$ cat src/rtl/alphabet_map_pkg.sv
// Shared font ROM and character-code constants for the text overlay renderer.
// Glyph rows are packed top-to-bottom, MSB row first; within a row bit 4 is the leftmost column.
package alphabet_map_pkg;

    localparam int DEF_GLYPH_W = 5;
    localparam int DEF_GLYPH_H = 7;
    localparam int FONT_CODES  = 36;

    typedef logic [5:0]                         char_code_t;
    typedef logic [DEF_GLYPH_W-1:0]             font_row_t;
    typedef logic [DEF_GLYPH_W*DEF_GLYPH_H-1:0] glyph_t;

    localparam char_code_t CHAR_A         = 6'd0;
    localparam char_code_t CHAR_DIGIT0    = 6'd26;
    localparam char_code_t CHAR_BLANK_MIN = 6'd36;

    localparam glyph_t FONT_ROM [0:FONT_CODES-1] = '{
        35'b01110_10001_10001_11111_10001_10001_10001, // A
        35'b11110_10001_10001_11110_10001_10001_11110, // B
        35'b01110_10001_10000_10000_10000_10001_01110, // C
        35'b11110_10001_10001_10001_10001_10001_11110, // D
        35'b11111_10000_10000_11110_10000_10000_11111, // E
        35'b11111_10000_10000_11110_10000_10000_10000, // F
        35'b01110_10001_10000_10111_10001_10001_01111, // G
        35'b10001_10001_10001_11111_10001_10001_10001, // H
        35'b01110_00100_00100_00100_00100_00100_01110, // I
        35'b00111_00010_00010_00010_00010_10010_01100, // J
        35'b10001_10010_10100_11000_10100_10010_10001, // K
        35'b10000_10000_10000_10000_10000_10000_11111, // L
        35'b10001_11011_10101_10101_10001_10001_10001, // M
        35'b10001_10001_11001_10101_10011_10001_10001, // N
        35'b01110_10001_10001_10001_10001_10001_01110, // O
        35'b11110_10001_10001_11110_10000_10000_10000, // P
        35'b01110_10001_10001_10001_10101_10010_01101, // Q
        35'b11110_10001_10001_11110_10100_10010_10001, // R
        35'b01111_10000_10000_01110_00001_00001_11110, // S
        35'b11111_00100_00100_00100_00100_00100_00100, // T
        35'b10001_10001_10001_10001_10001_10001_01110, // U
        35'b10001_10001_10001_10001_10001_01010_00100, // V
        35'b10001_10001_10001_10101_10101_10101_01010, // W
        35'b10001_10001_01010_00100_01010_10001_10001, // X
        35'b10001_10001_01010_00100_00100_00100_00100, // Y
        35'b11111_00001_00010_00100_01000_10000_11111, // Z
        35'b01110_10001_10011_10101_11001_10001_01110, // 0
        35'b00100_01100_00100_00100_00100_00100_01110, // 1
        35'b01110_10001_00001_00010_00100_01000_11111, // 2
        35'b11111_00010_00100_00010_00001_10001_01110, // 3
        35'b00010_00110_01010_10010_11111_00010_00010, // 4
        35'b11111_10000_11110_00001_00001_10001_01110, // 5
        35'b00110_01000_10000_11110_10001_10001_01110, // 6
        35'b11111_00001_00010_00100_01000_01000_01000, // 7
        35'b01110_10001_10001_01110_10001_10001_01110, // 8
        35'b01110_10001_10001_01111_00001_00010_01100  // 9
    };

endpackage

$ cat src/rtl/alphabet_map_glyph_rom.sv
// Combinational font lookup: (letter, row) -> 5 row bits, bit 4 = leftmost column.
// Latency: 0 cycles (pure combinational).
// Backpressure: none; blank codes and rows past the glyph return all zeros.
module alphabet_map_glyph_rom
    import alphabet_map_pkg::*;
(
    input  logic [5:0] letter,
    input  logic [2:0] row,
    output logic [4:0] row_bits
);

    glyph_t glyph;

    always_comb begin
        glyph    = '0;
        row_bits = '0;
        if (letter < CHAR_BLANK_MIN) begin
            glyph = FONT_ROM[letter];
            case (row)
                3'd0:    row_bits = glyph[34:30];
                3'd1:    row_bits = glyph[29:25];
                3'd2:    row_bits = glyph[24:20];
                3'd3:    row_bits = glyph[19:15];
                3'd4:    row_bits = glyph[14:10];
                3'd5:    row_bits = glyph[9:5];
                3'd6:    row_bits = glyph[4:0];
                default: row_bits = '0;
            endcase
        end
    end

endmodule

$ cat src/rtl/alphabet_map.sv
// Per-pixel glyph renderer: flags scan pixels that land on a lit font pixel of one character cell.
// Latency: 1 cycle from coordinate/base/letter inputs to pixel_on.
// Backpressure: none; inputs sampled every cycle, output is OR-able with sibling instances.
module alphabet_map
    import alphabet_map_pkg::*;
#(
    parameter int SCALE   = 2,
    parameter int GLYPH_W = DEF_GLYPH_W,
    parameter int GLYPH_H = DEF_GLYPH_H
) (
    input  logic        clk,
    input  logic        rstn,
    input  logic [11:0] VGA_HORZ_COORD,
    input  logic [11:0] VGA_VERT_COORD,
    input  logic [11:0] base_horz,
    input  logic [11:0] base_vert,
    input  logic [5:0]  letter,
    output logic        pixel_on
);

    localparam logic [11:0] CELL_W  = 12'(GLYPH_W * SCALE);
    localparam logic [11:0] CELL_H  = 12'(GLYPH_H * SCALE);
    localparam logic [11:0] SCALE_V = 12'(SCALE);

    logic [11:0] dx;
    logic [11:0] dy;
    logic        in_cell;
    logic [2:0]  col;
    logic [2:0]  row;
    logic [4:0]  row_bits;
    logic [4:0]  shifted;

    // 12-bit wrap keeps glyphs anchored near 4095 contiguous across the screen edge.
    assign dx      = VGA_HORZ_COORD - base_horz;
    assign dy      = VGA_VERT_COORD - base_vert;
    assign in_cell = (dx < CELL_W) && (dy < CELL_H);

    // Truncation may alias outside the cell, but in_cell masks those cases.
    assign col = 3'(dx / SCALE_V);
    assign row = 3'(dy / SCALE_V);

    alphabet_map_glyph_rom u_glyph_rom (
        .letter   (letter),
        .row      (row),
        .row_bits (row_bits)
    );

    assign shifted = row_bits << col;

    always_ff @(posedge clk) begin
        if (!rstn) begin
            pixel_on <= 1'b0;
        end else begin
            pixel_on <= in_cell & shifted[4];
        end
    end

endmodule

$ cat config.mk
export PLATFORM = sky130hd
export DESIGN_NAME = alphabet_map
export DESIGN_NICKNAME = d
export VERILOG_FILES = /design/src/rtl/alphabet_map_pkg.sv /design/src/rtl/alphabet_map_glyph_rom.sv /design/src/rtl/alphabet_map.sv
export SDC_FILE = /design/constraint.sdc
export NUM_CORES = 1
export LEC_CHECK = 0
export ABC_AREA = 1
export BUFFER_PORTS_ARGS = -buffer_cell sky130_fd_sc_hd__clkbuf_2
export CORE_MARGIN = 8
export CORE_UTILIZATION = 47
export CTS_CLUSTER_SIZE = 25
export DETAILED_ROUTE_END_ITERATION = 16
export HOLD_SLACK_MARGIN = 0.08
export PLACE_DENSITY = 0.69
export SLEW_MARGIN = 25
export SYNTH_ARGS = -nofsm -noshare
export SYNTH_HDL_FRONTEND = slang
export SYNTH_HIERARCHICAL = 1
export SYNTH_SLANG_ARGS = --single-unit
$ cat constraint.sdc
create_clock -name clk -period 3.05 [get_ports clk]
set_clock_uncertainty 0.2 [all_clocks]
set_input_delay 0 -clock clk [delete_from_list [all_inputs] [get_ports clk]]
set_output_delay 0 -clock clk [all_outputs]
set_load 0.02 [all_outputs]
==> results.md, run 1 <==
- Finish-stage setup viols: 0
- Via count: 4534
- Worst setup SP type: primary input
- Number of diodes: 0
- Number of global-route vias before repair: 4279
- Fin. Hold Viols: 0
- Layout net count: 837
- Crit Path Max Fanout: 8
- Leakage power: 0.00239 uW
- DIE WIDTH: 99.5 um
- CP Data Required Time: 2.78 ns
- Status: finished clean
- Worst rel slew slack: 56.0%
- WP data arrival: 2.52 ns
- Max incr delay on CP: 0.32 ns
- FILL cells: 710
- Post-DRT Antenna Nets: 0
- Syn Inst Count: 685
- HPWL Detailed: 9.91 mm
- Kind of critical path: in2reg
- Largest register FFs: 1
- Largest net degree at the start of global routing: 28
- Placed insts: 815
- Vias/cell: 5.49
- Max-slew violations: 0
- Fin crit period: 2.79 ns
- First-pass GRT wire length: 19.5 mm
- Remaining DRCs: 0
- Synth top area cells: nand2_1 30%, inv_1 12%, ha_1 12%
- Antenna violations before repair: 0
- Sequential-to-total area share from yosys stat: 0.610%
- Hold-fix buffer count after cts: 0
- Area leader, netlist: nand2_1
- Rows: 30
- Drt wl/cell: 15.0 um
- Final global-route overflow total: 0
- Crit-path slowest cell: ha_4
- Dpl ws: 0.0751 ns
- Peak supply drop: 0.111 mV
- Most flops, register: pixel_on
- IO Port Bufs: 56
- Global-route usage over all layers: 23.4%
- Cell Count, Final, Fillers Out: 826
- Clock Pin Slew Worst Setup and Hold Paths: 0 ns
- Post-synthesis cell area: 0.00328 sq mm
- Initial drt markers: 487
- Worst Setup SP: VGA_VERT_COORD[2]
- RSZ-0062 raised after global routing: true
- Crit share post-route: 91.4%
- Drt first pass iters: 5
- CP endpoint: pixel_on
- Hold Crit Class: reg2out
- Boundary Pins: 57
- Leading registers by flop count: pixel_on (1)
- Worst path top cell family by delay: simple AND/OR/NAND/NOR gates
- Placer Congestion: 1.05
- Cell count along the critical path: 25
- Die area: 0.00991 sq mm
- Die Span Y: 99.5 um
- Ys Warns: 6
- Post-Route WL: 12.4 mm
- Syn-to-layout area delta: 19.1%
- Power per standard cell area: 201 mW/mm^2
- Post-synth top area share: 30.3%
- Mean post-synth cell area: 4.79 sq um
- Core area: 0.00676 sq mm
- Setup WS post-layout: 0.262 ns
- Yosys cell types: 33
- Critical path capture point type: register
- Share of cells above drive strength 1: 19.0%
- Fmax: 359 MHz
- Seq cells post-synth: 1
- Least-Margin Pin Slew: 0.658 ns
- CP most frequent cell: nand2_1
- Syn Nets: 774
- Buffer and inverter count on the worst path: 3
- Max Cap Violations: 0
- Starting density of the core: 48.5%
- Hold_sp: pixel_on
[synth_stat cells]
cell type / count
nand2_1: 265
inv_1: 109
nand3_1: 67
nor2_1: 66
a21oi_1: 31
ha_1: 31
o21ai_1: 21
o21ai_0: 15
nand4_1: 11
buf_2: 9
buf_4: 6
inv_2: 6
nor3_1: 6
nand2_2: 5
nor2_2: 5
buf_6: 4
nand3b_1: 4
a21oi_2: 2
a31oi_1: 2
fa_1: 2
inv_4: 2
nand3_2: 2
nor3_2: 2
o21bai_1: 2
xor2_1: 2
and2_1: 1
clkinv_1: 1
dfxtp_1: 1
o211ai_1: 1
o22ai_1: 1
or2_1: 1
or2_2: 1
xnor2_1: 1
[through the flow]
| step | setup TNS [ns] | hold slack, ns | instance area [sq um] | utilization (%) | power, uW |
|---|---|---|---|---|---|
| 6_report | 0 | 0.235 | 3910 | 57.8 | 784 |
| 5_1_grt | -0.137 | 0.240 | 3910 | 57.8 | 869 |
| 4_1_cts | 0 | 0.232 | 3620 | 53.6 | 670 |
| 3_5_place_dp | 0 | 0.223 | 3620 | 53.6 | 667 |
| 3_3_place_gp | 0 | 0.242 | 3620 | 53.6 | 664 |
| 2_1_floorplan | 0 | 0.139 | 3280 | - | 493 |
[logic make-up (layout without fill, tap and decap cells)]
kind of cell,Yosys count,in the layout,synth area share (%)
adder cells (fa/ha/maj),33,33,13.0
AND/OR/NAND/NOR,436,436,55.7
buffers and inverters,137,198,17.8
XOR/XNOR,3,3,0.801
AO/OA/AOI/OAI,75,75,12.0
flip-flops,1,1,0.610
[how the worst min path moves through the flow]
stage / end / slack [ns] / depth (start not counted)
after floorplan: pixel_on / 0.14 / 0
after global placement: pixel_on / 0.24 / 1
after detailed placement: pixel_on / 0.22 / 1
after CTS: pixel_on / 0.23 / 1
after global routing: pixel_on / 0.24 / 1
final: pixel_on / 0.24 / 1
[layout by cell type, fill, tap and decap left out, types with 3 or more instances in the layout]
cell type / netlist / layout
nor2_2: 5 / 7
o21ai_1: 21 / 23
clkbuf_2: 0 / 55
buf_4: 6 / 24
inv_8: 0 / 3
a21oi_1: 31 / 27
inv_1: 109 / 99
inv_4: 2 / 4
o21ai_0: 15 / 13
nand3_1: 67 / 63
inv_2: 6 / 11
nand4_1: 11 / 11
nand2_4: 0 / 3
a21oi_2: 2 / 5
ha_1: 31 / 29
nand2_2: 5 / 11
nor3_1: 6 / 5
nand3b_1: 4 / 4
nor2_1: 66 / 62
nand3_2: 2 / 4
nand2_1: 265 / 256
[area by class of cell]
| type | instances | area [sq um] | area share [%] |
|---|---|---|---|
| Multi-Input combinational cell | 547 | 2840 | 72.7 |
| Inverter | 118 | 480 | 12.3 |
| Timing Repair Buffer | 80 | 467 | 11.9 |
| Tap cell | 80 | 100 | 2.56 |
| Sequential cell | 1 | 20.0 | 0.512 |
[timing repair]
action / in CTS / in global routing
endpoints found under the hold margin: 0 / 0
resized for setup: 0 / 65
buffers inserted: 0 / 11
endpoints found under the setup margin: 0 / 1
[report_power, final]
| part | leakage, uW | internal, uW | switching (uW) | total (uW) |
|---|---|---|---|---|
| registers | 0.00000805 | 13.3 | 0.0000675 | 13.3 |
| clock network | 0 | 0 | 0 | 0 |
| logic | 0.00238 | 278 | 493 | 771 |
| total | 0.00239 | 291 | 493 | 784 |
[metal layers]
layer	up-vias	global-route usage (%)	share of wire, %
met5	-	0	0
met4	0	9.78	4.4
met3	53	2.72	8.9
met2	267	41.5	46
met1	1951	27.7	41
li1	2263	-	-
No activity file was read; power rests on OpenSTA's default activity.
==> run 2: changes to the inputs <==
Settings changed: RECOVER_POWER set to 25.
==> run 2 against run 1 <==
Net effect:
- first-iteration DRC count shrank 6.6%
- sequential cell count is the same
- critical path type unchanged
- wire length shrank 0.23%
- final area is essentially flat
- largest cell class unchanged
- power is essentially flat
- utilization is essentially flat
- global-route usage is the same
- cell count is the same
==> results.md, run 2 (synthesized netlist as in run 1, its figures left out) <==
- Hold-fix buffer count after cts: 0 (unchanged)
- Pwr Total: 785 uW (about the same)
- Via count: 4556 (+0.49%)
- HPWL Detailed: 9.91 mm (unchanged)
- Hold path depth: 1 (unchanged)
- Global-route usage over all layers: 23.4% (unchanged)
- Cell count along the critical path: 25 (unchanged)
- Finish-stage setup viols: 0 (unchanged)
- Number of diodes: 0 (unchanged)
- Worst setup SP type: primary input
- Core area: 0.00676 sq mm (unchanged)
- Layout net count: 837 (unchanged)
- Fin crit period: 2.81 ns (+0.0172 ns)
- Die Span Y: 99.5 um (unchanged)
- Initial drt markers: 455 (-6.6%)
- Largest net degree at the start of global routing: 28 (unchanged)
- Drt first pass iters: 5 (unchanged)
- Leading registers by flop count: pixel_on (1)
- Design Area, Final: 0.00391 sq mm (about the same)
- Critical path capture point type: register
- DIE WIDTH: 99.5 um (unchanged)
- Power per standard cell area: 201 mW/mm^2 (about the same)
- Syn-to-layout area delta: 19.1% (about the same)
- Die area: 0.00991 sq mm (unchanged)
- IO Port Bufs: 56 (unchanged)
- Number of global-route vias before repair: 4279 (unchanged)
- Peak supply drop: 0.111 mV (+0.30%)
- Largest register FFs: 1 (unchanged)
- Starting density of the core: 48.5% (unchanged)
- Status: finished clean
- Commonest non-fill, non-tap cell in the layout: nand2_1
- Met2 Use GR: 41.5% (unchanged)
- Worst path top cell family by delay: simple AND/OR/NAND/NOR gates
- Routing usage on met3: 2.72% (unchanged)
- FILL cells: 708 (-0.28%)
- Max incr delay on CP: 0.32 ns (about the same)
- Vias/cell: 5.52 (+0.49%)
- Met1 Use GR: 27.7% (unchanged)
- Crit Path Max Fanout: 8 (unchanged)
- Final core utilization: 57.8% (about the same)
- Fin. Hold Viols: 0 (unchanged)
- Final global-route overflow total: 0 (unchanged)
- Worst rel slew slack: 58.1% (+2.1 points)
- Antenna violations before repair: 0 (unchanged)
- Grt peak-use layer: met2
- WP data arrival: 2.54 ns (+0.02 ns)
- Boundary Pins: 57 (unchanged)
- Rows: 30 (unchanged)
- Buffer and inverter count on the worst path: 3 (unchanged)
- Area post-placement: 0.00362 sq mm (unchanged)
- Remaining DRCs: 0 (unchanged)
- Clock Pin Slew Worst Setup and Hold Paths: 0 ns (unchanged)
- CP Data Required Time: 2.78 ns (about the same)
- Post-Route WL: 12.3 mm (-0.23%)
- Commonest cells after routing, fill and taps aside: 256 x nand2_1, 99 x inv_1, 63 x nand3_1, 62 x nor2_1, 54 x clkbuf_2
- Setup TNS: 0 ns (unchanged)
- Least-Margin Pin Slew: 0.626 ns (-0.0318 ns)
- Crit-path slowest cell: ha_4
- Placer Congestion: 1.05 (unchanged)
- Cell Count, Final, Fillers Out: 826 (unchanged)
- Max Cap Violations: 0 (unchanged)
- Leakage power: 0.00239 uW (-0.15%)
- Hold Crit Class: reg2out
- Most flops, register: pixel_on
- Drt wl/cell: 14.9 um (-0.23%)
- Kind of critical path: in2reg
- RSZ-0062 raised after global routing: true
- Placed insts: 815 (unchanged)
- CP most frequent cell: nand2_1
- First-pass GRT wire length: 19.5 mm (unchanged)
- Crit share post-route: 92.0% (+0.56 points)
- Fmax: 356 MHz (-0.61%)
- Max-slew violations: 0 (unchanged)
- Post-DRT Antenna Nets: 0 (unchanged)
- Share of cells above drive strength 1: 18.9% (-0.13 points)
==> run 2: cell counts in the layout (fill, tap and decap cells not counted) <==
No cell type changed its count.
==> run 2: repair_timing <==
action | 4_1_cts | 5_1_grt
endpoints found under the setup margin | 0 | 1
setup buffers | 0 | 11
gates resized for setup | 0 | 65
==> run 2: worst paths after layout <==
kind / from / endpoint / slack [ns]
setup / recovery: VGA_VERT_COORD[2] / pixel_on / 0.24
hold / removal: pixel_on / pixel_on / 0.25
==> run 2: where the power goes <==
group / switching (uW) / total (uW) / leakage, uW / internal, uW
Sequential: 0.0000642 / 13.3 / 0.00000805 / 13.3
Combinational: 493 / 771 / 0.00238 / 278
Clock: 0 / 0 / 0 / 0
==> run 2: cell type report <==
cell class / count / area, sq um / area share [%]
flip-flops and latches: 1 / 20.0 / 0.513
multi-input cells: 547 / 2840 / 72.7
repair buffers: 80 / 465 / 11.9
inverters: 118 / 480 / 12.3
well taps: 80 / 100 / 2.56
==> run 2: routing by layer <==
metal	vias to the layer above	part of all wire [%]
li1	2261	-
met1	1979	41
met2	266	46
met3	50	8.5
met4	0	4.4
met5	-	0
==> run 2: metrics by stage <==
step	hold slack, ns	worst slack, ns
3_5_place_dp	0.223	0.0751
4_1_cts	0.232	0.0466
3_3_place_gp	0.242	0.0814
2_1_floorplan	0.139	0.550
5_1_grt	0.267	-0.137
6_report	0.251	0.245
==> run 3: changes to the inputs <==
Settings changed: CORE_ASPECT_RATIO set to 0.5.
==> run 3 against run 2 <==
Net effect:
- hold slack got worse by 0.0012 ns
- cell count is 1.1% higher
- final area decreased by 3.5%
- sequential cell count unchanged
- first-iteration DRC count increased by 46%
- utilization down 1.8 points
- critical endpoint unchanged
==> results.md, run 3 (synthesized netlist as in run 1, its figures left out) <==
- Max Cap Violations: 0 (unchanged)
- Crit-path slowest cell: ha_1
- Via count: 4426 (-2.9%)
- Share of cells above drive strength 1: 15.1% (-3.8 points)
- Largest register FFs: 1 (unchanged)
- Internal: 274 uW (-6.0%)
- Proportion of power drawn by the clock network: 0% (unchanged)
- Hold Crit Class: reg2out
- Switch share: 61.8% (-1.0 points)
- Worst setup SP type: primary input
- Die Span Y: 75.1 um (-25%)
- Commonest cells after routing, fill and taps aside: 262 x nand2_1, 107 x inv_1, 66 x nor2_1, 65 x nand3_1, 55 x clkbuf_2
- Boundary Pins: 57 (unchanged)
- Combinational share of power: 98.1% (-0.2 points)
- First-pass GRT wire length: 17.3 mm (-11%)
- Max-slew violations: 0 (unchanged)
- Largest net degree at the start of global routing: 28 (unchanged)
- Drt first pass iters: 5 (unchanged)
- Most flops, register: pixel_on
- Seq pwr share: 1.9% (+0.2 points)
- Fmax: 364 MHz (+2.1%)
- Commonest non-fill, non-tap cell in the layout: nand2_1
- Least-Margin Pin Slew: 0.434 ns (-0.193 ns)
- Leading registers by flop count: pixel_on (1)
- Max incr delay on CP: 0.33 ns (about the same)
- DIE WIDTH: 134 um (+35%)
- Syn-to-layout area delta: 14.9%
- Fin Hold WS: 0.250 ns (-0.00120 ns)
- Drt wl/cell: 12.8 um (-14%)
- Worst rel slew slack: 71.1% (+13 points)
- Initial drt markers: 665 (+46%)
- Clock Pin Slew Worst Setup and Hold Paths: 0 ns (unchanged)
- Status: finished clean
- Vias/cell: 5.30 (-3.9%)
- Placer Congestion: 0.999 (-4.7%)
- Finish-stage setup viols: 0 (unchanged)
- Post-Route WL: 10.7 mm (-13%)
- CP most frequent cell: nand2_1
- Leakage power: 0.00235 uW (-1.5%)
- Critical path capture point type: register
- Hold-fix buffer count after cts: 0 (unchanged)
- WP data arrival: 2.48 ns (-0.06 ns)
- IO Port Bufs: 56 (unchanged)
- Die area: 0.0101 sq mm (+1.6%)
- CP Data Required Time: 2.78 ns (about the same)
- Kind of critical path: in2reg
- Starting density of the core: 48.8% (+0.22 points)
- Post-DRT Antenna Nets: 0 (unchanged)
- HPWL Detailed: 8.76 mm (-12%)
- Crit Path Max Fanout: 4 (-4)
- Final global-route overflow total: 0 (unchanged)
- Fin. Hold Viols: 0 (unchanged)
- Remaining DRCs: 0 (unchanged)
- Core area: 0.00673 sq mm (-0.44%)
- Power per standard cell area: 191 mW/mm^2 (-5.2%)
- Antenna violations before repair: 0 (unchanged)
- Number of global-route vias before repair: 3812 (-11%)
- Layout net count: 834 (-0.36%)
- Crit share post-route: 90.1% (-1.9 points)
- Rows: 21 (-30%)
- Global-route usage over all layers: 20.2% (-3.2 points)
- Number of diodes: 0 (unchanged)
- Fin crit period: 2.75 ns (-0.0577 ns)
- Setup TNS: 0 ns (unchanged)
- P_sw: 444 uW (-10%)
- Peak supply drop: 0.0751 mV (-32%)
-- run 3: cell types whose count changed in the layout (fill, tap and decap cells not counted), sizes merged --
cell    delta
clkinv     +1
clkbuf     +1
buf        -4
inv        -1
-- run 3: path summary, 6_finish.rpt --
check         start  cells after the start  endpoint
max    base_vert[2]                     31  pixel_on
min        pixel_on                      1  pixel_on
-- run 3: through the flow --
step	setup WS (ns)	power (uW)	instance area [sq um]	cells	utilization [%]
2_1_floorplan	0.550	493	3280	685	-
3_3_place_gp	0.185	656	3640	828	54.2
3_5_place_dp	0.153	653	3640	828	54.2
4_1_cts	0.145	656	3640	828	54.2
5_1_grt	-0.00840	805	3770	835	56.0
6_report	0.302	718	3770	835	56.0
-- run 3: repair_timing --
item | 4_1_cts | 5_1_grt
buffers inserted | 0 | 7
resized for setup | 0 | 19
setup endpoints to repair | 0 | 1
-- run 3: power groups by stage --
| stage | logic [uW] | registers [uW] | clock network [uW] |
|---|---|---|---|
| 2_1_floorplan | 480 | 13.3 | 0 |
| 3_3_place_gp | 642 | 13.3 | 0 |
| 3_5_place_dp | 640 | 13.3 | 0 |
| 4_1_cts | 643 | 13.3 | 0 |
| 5_1_grt | 792 | 13.3 | 0 |
| 6_report | 705 | 13.3 | 0 |
-- run 3: final cells by class --
| cell class | count | area (sq um) |
|---|---|---|
| Fill cell | 762 | 2960 |
| Multi-Input combinational cell | 547 | 2730 |
| Inverter | 118 | 455 |
| Timing Repair Buffer | 77 | 453 |
| Tap cell | 92 | 115 |
| Sequential cell | 1 | 20.0 |
-- run 3: metal layers --
layer	routed length, um	up-vias	share of wire [%]	track usage [%]
met1	4660	1866	44	26.8
met3	1210	29	11	2.73
li1	-	2264	-	-
met5	0	-	0	0
met2	4560	267	43	33.6
met4	285	0	2.7	6.41
-- run 3: worst max-delay path, delay by kind of cell --
family	cells	cell delay (ns)
AOI/OAI and AO/OA	2	0.19
adders and majority gates	1	0.33
buffers and inverters	6	0.37
and+or+nand+nor	22	1.59
